===== config.mk =====
export PLATFORM = sky130hd
export DESIGN_NAME = spi_frame_slave
export DESIGN_NICKNAME = d
export VERILOG_FILES = /design/src/rtl/spi_pkg.sv /design/src/rtl/spi_sync_edge.sv /design/src/rtl/spi_frame_slave.sv
export SDC_FILE = /design/constraint.sdc
export NUM_CORES = 1
export LEC_CHECK = 0
export ABC_AREA = 0
export CAP_MARGIN = 20
export CORE_ASPECT_RATIO = 1.2
export CORE_MARGIN = 10
export CORE_UTILIZATION = 49
export DETAILED_ROUTE_END_ITERATION = 10
export PLACE_DENSITY = 0.76
export SYNTH_ARGS = -nofsm -noshare
export SYNTH_HDL_FRONTEND = slang
export SYNTH_SLANG_ARGS = --single-unit

===== constraint.sdc =====
create_clock -name clk -period 1.8 [get_ports clk]
set_clock_uncertainty 0.2 [all_clocks]
set_input_delay 0.36 -clock clk [delete_from_list [all_inputs] [get_ports clk]]
set_output_delay 0.36 -clock clk [all_outputs]
set_load 0.02 [all_outputs]

===== src/rtl/spi_pkg.sv =====
// Shared types and default widths for the SPI frame slave.
package spi_pkg;
  typedef enum logic [1:0] {IDLE = 2'd0, RX = 2'd1, WAIT = 2'd2, TX = 2'd3} spi_state_t;
  localparam int SPI_IN_W_DEF  = 256;
  localparam int SPI_OUT_W_DEF = 128;
endpackage


===== src/rtl/spi_sync_edge.sv =====
// Multi-flop synchroniser with registered rise/fall pulses; an edge pulse
// appears SYNC_STAGES+1 clk cycles after the pin changes.
module spi_sync_edge #(
  parameter int SYNC_STAGES = 2
) (
  input  logic clk,
  input  logic reset_n,
  input  logic i_d,
  output logic o_rise,
  output logic o_fall
);
  logic [SYNC_STAGES-1:0] r_sync;
  logic                   r_prev;
  logic                   r_rise;
  logic                   r_fall;
  logic                   w_q;

  assign w_q = r_sync[SYNC_STAGES-1];

  always_ff @(posedge clk) begin
    if (!reset_n) begin
      r_sync <= '0;
      r_prev <= 1'b0;
      r_rise <= 1'b0;
      r_fall <= 1'b0;
    end else begin
      r_sync <= {r_sync[SYNC_STAGES-2:0], i_d};
      r_prev <= w_q;
      r_rise <= w_q & ~r_prev;
      r_fall <= ~w_q & r_prev;
    end
  end

  assign o_rise = r_rise;
  assign o_fall = r_fall;
endmodule


===== src/rtl/spi_frame_slave.sv =====
// SPI mode-0 frame slave in the clk domain: receive IN_W-bit request, hand off,
// shift out OUT_W-bit result. Define SPI_FRAME_ERR_EN to report short frames.
module spi_frame_slave
  import spi_pkg::*;
#(
  parameter int IN_W        = SPI_IN_W_DEF,
  parameter int OUT_W       = SPI_OUT_W_DEF,
  parameter int SYNC_STAGES = 2
) (
  input  logic             clk,
  input  logic             reset_n,
  input  logic             sck,
  input  logic             sdi,
  output logic             sdo,
  input  logic             load,
  output logic [IN_W-1:0]  rx_data,
  output logic             rx_valid,
  input  logic [OUT_W-1:0] tx_data,
  input  logic             tx_valid,
  output logic             tx_ready,
  output logic             done,
  output logic             frame_err
);
  localparam int MAX_W = (IN_W > OUT_W) ? IN_W : OUT_W;
  localparam int CNT_W = $clog2(MAX_W + 1);
  localparam logic [CNT_W-1:0] CNT_IN      = CNT_W'(IN_W);
  localparam logic [CNT_W-1:0] CNT_TX_LAST = CNT_W'(OUT_W - 1);

  spi_state_t             r_state, w_state_nxt;
  logic [SYNC_STAGES-1:0] r_sdi_sync;
  logic [CNT_W-1:0]       r_cnt;
  logic [IN_W-1:0]        r_rx_shift;
  logic [IN_W-1:0]        r_rx_data;
  logic                   r_rx_valid;
  logic [OUT_W-1:0]       r_tx_shift;
  logic                   r_done;

  logic w_sdi;
  logic w_sck_rise, w_sck_fall, w_load_rise, w_load_fall;
  logic w_start, w_abort, w_rx_cap, w_hs, w_tx_end, w_tx_ready;

  spi_sync_edge #(.SYNC_STAGES(SYNC_STAGES)) u_sck_sync (
    .clk    (clk),
    .reset_n(reset_n),
    .i_d    (sck),
    .o_rise (w_sck_rise),
    .o_fall (w_sck_fall)
  );

  spi_sync_edge #(.SYNC_STAGES(SYNC_STAGES)) u_load_sync (
    .clk    (clk),
    .reset_n(reset_n),
    .i_d    (load),
    .o_rise (w_load_rise),
    .o_fall (w_load_fall)
  );

  // sdi only needs to be stable at synchronised sck rise, so no edge logic
  always_ff @(posedge clk) begin
    if (!reset_n) r_sdi_sync <= '0;
    else          r_sdi_sync <= {r_sdi_sync[SYNC_STAGES-2:0], sdi};
  end
  assign w_sdi = r_sdi_sync[SYNC_STAGES-1];

  always_ff @(posedge clk) begin
    if (!reset_n) r_state <= IDLE;
    else          r_state <= w_state_nxt;
  end

  always_comb begin
    w_state_nxt = r_state;
    w_start     = 1'b0;
    w_abort     = 1'b0;
    w_rx_cap    = 1'b0;
    w_hs        = 1'b0;
    w_tx_end    = 1'b0;
    w_tx_ready  = 1'b0;
    case (r_state)
      IDLE: if (w_load_rise) begin
        w_start     = 1'b1;
        w_state_nxt = RX;
      end
      RX: if (w_load_fall) begin
        if (r_cnt == CNT_IN) begin
          w_rx_cap    = 1'b1;
          w_state_nxt = WAIT;
        end else begin
          w_state_nxt = IDLE;
        end
      end
      // a new load edge pre-empts a same-cycle handshake
      WAIT: if (w_load_rise) begin
        w_abort     = 1'b1;
        w_state_nxt = RX;
      end else begin
        w_tx_ready = 1'b1;
        if (tx_valid) begin
          w_hs        = 1'b1;
          w_state_nxt = TX;
        end
      end
      TX: if (w_load_rise) begin
        w_abort     = 1'b1;
        w_state_nxt = RX;
      end else if (w_sck_rise && r_cnt == CNT_TX_LAST) begin
        w_tx_end    = 1'b1;
        w_state_nxt = IDLE;
      end
      default: w_state_nxt = IDLE;
    endcase
  end

  always_ff @(posedge clk) begin
    if (!reset_n) begin
      r_cnt      <= '0;
      r_rx_shift <= '0;
      r_rx_data  <= '0;
      r_rx_valid <= 1'b0;
      r_tx_shift <= '0;
      r_done     <= 1'b0;
    end else begin
      r_rx_valid <= w_rx_cap;
      if (w_start || w_abort || w_hs)
        r_cnt <= '0;
      else if (w_sck_rise && ((r_state == RX && r_cnt != CNT_IN) || r_state == TX))
        r_cnt <= r_cnt + 1'b1;
      // over-long frames keep shifting so the newest IN_W bits survive
      if (r_state == RX && w_sck_rise && !w_load_fall)
        r_rx_shift <= {r_rx_shift[IN_W-2:0], w_sdi};
      if (w_rx_cap)
        r_rx_data <= r_rx_shift;
      if (w_hs)
        r_tx_shift <= tx_data;
      else if (w_abort)
        r_tx_shift <= '0;
      else if (r_state == TX && w_sck_fall)
        r_tx_shift <= {r_tx_shift[OUT_W-2:0], 1'b0};
      if (w_hs)
        r_done <= 1'b1;
      else if (w_abort || w_tx_end)
        r_done <= 1'b0;
    end
  end

`ifdef SPI_FRAME_ERR_EN
  logic w_rx_short;
  logic r_frame_err;
  assign w_rx_short = (r_state == RX) && w_load_fall && (r_cnt != CNT_IN);
  always_ff @(posedge clk) begin
    if (!reset_n) r_frame_err <= 1'b0;
    else          r_frame_err <= w_rx_short;
  end
  assign frame_err = r_frame_err;
`else
  assign frame_err = 1'b0;
`endif

  assign sdo      = (r_state == TX) ? r_tx_shift[OUT_W-1] : 1'b0;
  assign rx_data  = r_rx_data;
  assign rx_valid = r_rx_valid;
  assign tx_ready = w_tx_ready;
  assign done     = r_done;
endmodule

==> impl_metrics.yaml <==
floorplan:
  die_h_um: 272
  num_rows: 92
  chipWidth_um: 230
  core_area_mm2: 0.0524
  ios: 395
  die_area_mm2: 0.0625
  start_util_pct: 49.4
sta:
  hold_viol_final: 0
  setup_slack_ns: -0.204
  rsz0062_at_grt: "true"
  drv_slew: 0
  setup_viol: 492
  min_period_ns: 2.00
  max_freq_ghz: 0.499
  period_share_pct: 111
critical_path:
  crit_chain: "inv_2 -> ha_4 -> and4bb_2 -> and4b_4 -> buf_12 -> bufbuf_16 -> nand2_1 -> a21boi_2"
  path_max_fanout: 10
  crit_path_top_delay_cell: "dfxtp_2"
  slowest_delay_ns: 0.32
  r2r_end: "rx_data[195]"
  cp.arrival_ns: 2.32
  worstSetupPathType: "register to register"
  reg2reg_slack_ns: -0.20
  cp_data_required_time_ns: 2.12
  reg2reg_depth: 8
  worstSetupEndpointType: "register"
  r2r-start: "r_cnt[1]"
  setup.worst_path.start_class: "register"
layout:
  drive_above_1_share_pct: 17.2
  fin_cells: 4052
  diodes: 0
  num-nets-final: 3433
  area_growth_pct: 29.8
route:
  wl_met3_um: 4700
  wire_per_inst_um: 17.2
  wl_met1_um: 28300
  top_layer: "met4"
  ant_nets: 0
  drc: 0
  via_per_inst: 5.31
  totalWireLength_um: 69600
  wl_met2_um: 34600
  dr.pass1.iters: 5
  dr_total_vias: 21500
  drtIter0Drc: 1401
power:
  total_power_uw: 29500
  powerDensity_mw_per_mm2: 879
  power_leakage_uw: 0.0129
  ir_drop_uv: 568
yosys:
  synth_edf_count: 0
  netlist_area_mm2: 0.0259
  synth-seq-cells: 665
  async_flop_share_pct: 0
  syn_inst: 2915
  yosysWarnings: 0
  synthFlopType: "dfxtp_1"
  synth.avg_cell_area_um2: 8.88
  synthesis.nets: 3051
  synth_seq_area_share_pct: 51.4
  synth_cell_types: 46
worst_hold_path:
  hold_end: "u_load_sync.r_sync[0]"
  whs_path_depth: 2
  hold_start: "load"
  hp-class: "input port to register"
outcome:
  status: "finished with violations"
  violations: "setup timing"
grt:
  grt_pass1_wl_um: 110000
  antenna_found_initial: 0
  track_usage_pct: 21.1
  grt_max_degree: 110
  grt_pass1_vias: 21400
  overflow: 0
clock_tree:
  cts-buffers-inserted: 66
  clock_sink_count: 665
  htree_num_levels: 3
  path_clk_slew_ns: 0.06
  root_buffer: "clkbuf_16"
  clkLatencyLatePin_ns: 0.60
  cts_tree: "done"
  cts.path.max_buffers: 3
placed_design:
  place_inst: 3905
  place_congestion: 0.886
  dpl.hpwl_um: 46900
  port_buffers: 393
job:
  cap_violations: 0
cells by family after synthesis:
group	share of synthesized area, %
other	0.0145
flip-flops	51.4
AND/OR/NAND/NOR	18.0
multiplexers	0.0387
AO/OA/AOI/OAI	24.9
buffers and inverters	5.31
adder cells (fa/ha/maj)	0.0966
XOR/XNOR	0.237
synthesized netlist by cell type (all sizes together), types with 2 or more instances:
cell type  number  share of area [%]
a21boi        512                 18
a21oi           2              0.039
a221oi        127                4.3
a31oi           2              0.048
and2           10               0.24
and3b           2              0.068
buf           130                3.5
clkbuf        116                1.7
dfxtp         665                 51
ha              2              0.097
inv             6              0.087
nand2        1029                 15
nand3           3              0.058
nor2          142                2.1
nor2b           4              0.097
nor3            4              0.097
nor4            2               0.11
nor4b           3               0.10
o211ai          2              0.058
o21ai         129                2.5
xnor2           7               0.24
routing by layer:
layer	global-route usage [%]	vias up
met5	0	-
met4	8.39	0
met3	4.86	112
met2	36.7	656
met1	24.8	10300
li1	-	10500
placed cells by master, fill, tap and decap left out, types with 5 or more instances in the layout:
| cell | instances |
|---|---|
| nand2_1 | 1005 |
| dfxtp_1 | 654 |
| a21boi_0 | 226 |
| dlygate4sd2_1 | 209 |
| a21boi_2 | 202 |
| nor2_1 | 141 |
| clkdlybuf4s50_1 | 132 |
| o21ai_0 | 123 |
| a221oi_1 | 121 |
| buf_4 | 86 |
| a21boi_1 | 84 |
| clkbuf_16 | 73 |
| buf_12 | 53 |
| buf_2 | 49 |
| clkbuf_1 | 19 |
| nand2_2 | 14 |
| clkbuf_8 | 14 |
| buf_6 | 11 |
| nand2_4 | 10 |
| and2_1 | 10 |
| buf_16 | 9 |
| dfxtp_2 | 9 |
| xnor2_1 | 7 |
| clkinv_2 | 5 |
| buf_8 | 5 |
layout make-up:
| cell class | count | area, um^2 |
|---|---|---|
| Clock buffer | 102 | 1990 |
| Clock inverter | 16 | 229 |
| Fill cell | 4216 | 18800 |
| Inverter | 6 | 22.5 |
| Multi-Input combinational cell | 1998 | 11500 |
| Sequential cell | 665 | 13300 |
| Tap cell | 705 | 882 |
| Timing Repair Buffer | 560 | 5690 |
registers in the layout, summed over array words and instances, names as in the netlist:
signal,cells
u_sck_sync.r_sync,2
u_sck_sync.r_prev,1
u_sck_sync.o_fall,1
r_rx_shift,256
r_tx_shift,128
r_sdi_sync,2
u_load_sync.r_prev,1
rx_data,256
r_cnt,9
u_load_sync.o_rise,1
done,1
u_load_sync.o_fall,1
u_load_sync.r_sync,2
u_sck_sync.o_rise,1
rx_valid,1
r_state,2
worst max-delay path, delay by kind of cell (launching register included):
| family | cells | cell delay, ns |
|---|---|---|
| AO/OA/AOI/OAI | 1 | 0.12 |
| adder cells (fa/ha/maj) | 1 | 0.13 |
| buffers and inverters | 3 | 0.53 |
| flip-flops | 1 | 0.32 |
| AND/OR/NAND/NOR | 3 | 0.61 |
stage by stage:
stage          util, %  setup slack [ns]  cell area [um^2]  hold slack [ns]  setup TNS [ns]
3_3_place_gp      59.4            -0.495             31100            0.192         -141.31
6_report          64.2            -0.204             33600            0.191          -42.80
5_1_grt           64.2            -0.272             33600            0.182          -78.27
3_5_place_dp      59.4            -0.557             31100            0.198         -150.94
2_1_floorplan        -          -0.00653             25900            0.184           -1.31
4_1_cts           63.6            -0.199             33300            0.155          -51.23
what timing repair did:
item,in CTS,in global routing
cloned,5,4
resized for setup,487,56
pin swaps,22,11
hold endpoints to repair,19,0
setup endpoints to repair,815,698
hold buffers,1,0
buffers inserted,15,4
worst max path at each step:
stage / start / end / slack [ns] / cells after the start
2_1_floorplan: r_cnt[0] / rx_data[15] / -0.007 / 9
3_3_place_gp: tx_valid / r_tx_shift[99] / -0.50 / 7
3_5_place_dp: tx_valid / r_tx_shift[91] / -0.56 / 7
4_1_cts: r_cnt[1] / rx_data[212] / -0.20 / 8
5_1_grt: r_cnt[1] / rx_data[204] / -0.27 / 8
6_report: r_cnt[1] / rx_data[195] / -0.20 / 8
power by group:
group | switching, uW | internal, uW | leakage, uW
clock | 5760 | 8240 | 0.00108
sequential | 5.92 | 14700 | 0.00536
combinational | 299 | 505 | 0.00647
total | 6070 | 23500 | 0.0129
Note: power is estimated with default switching activity, not from simulation.
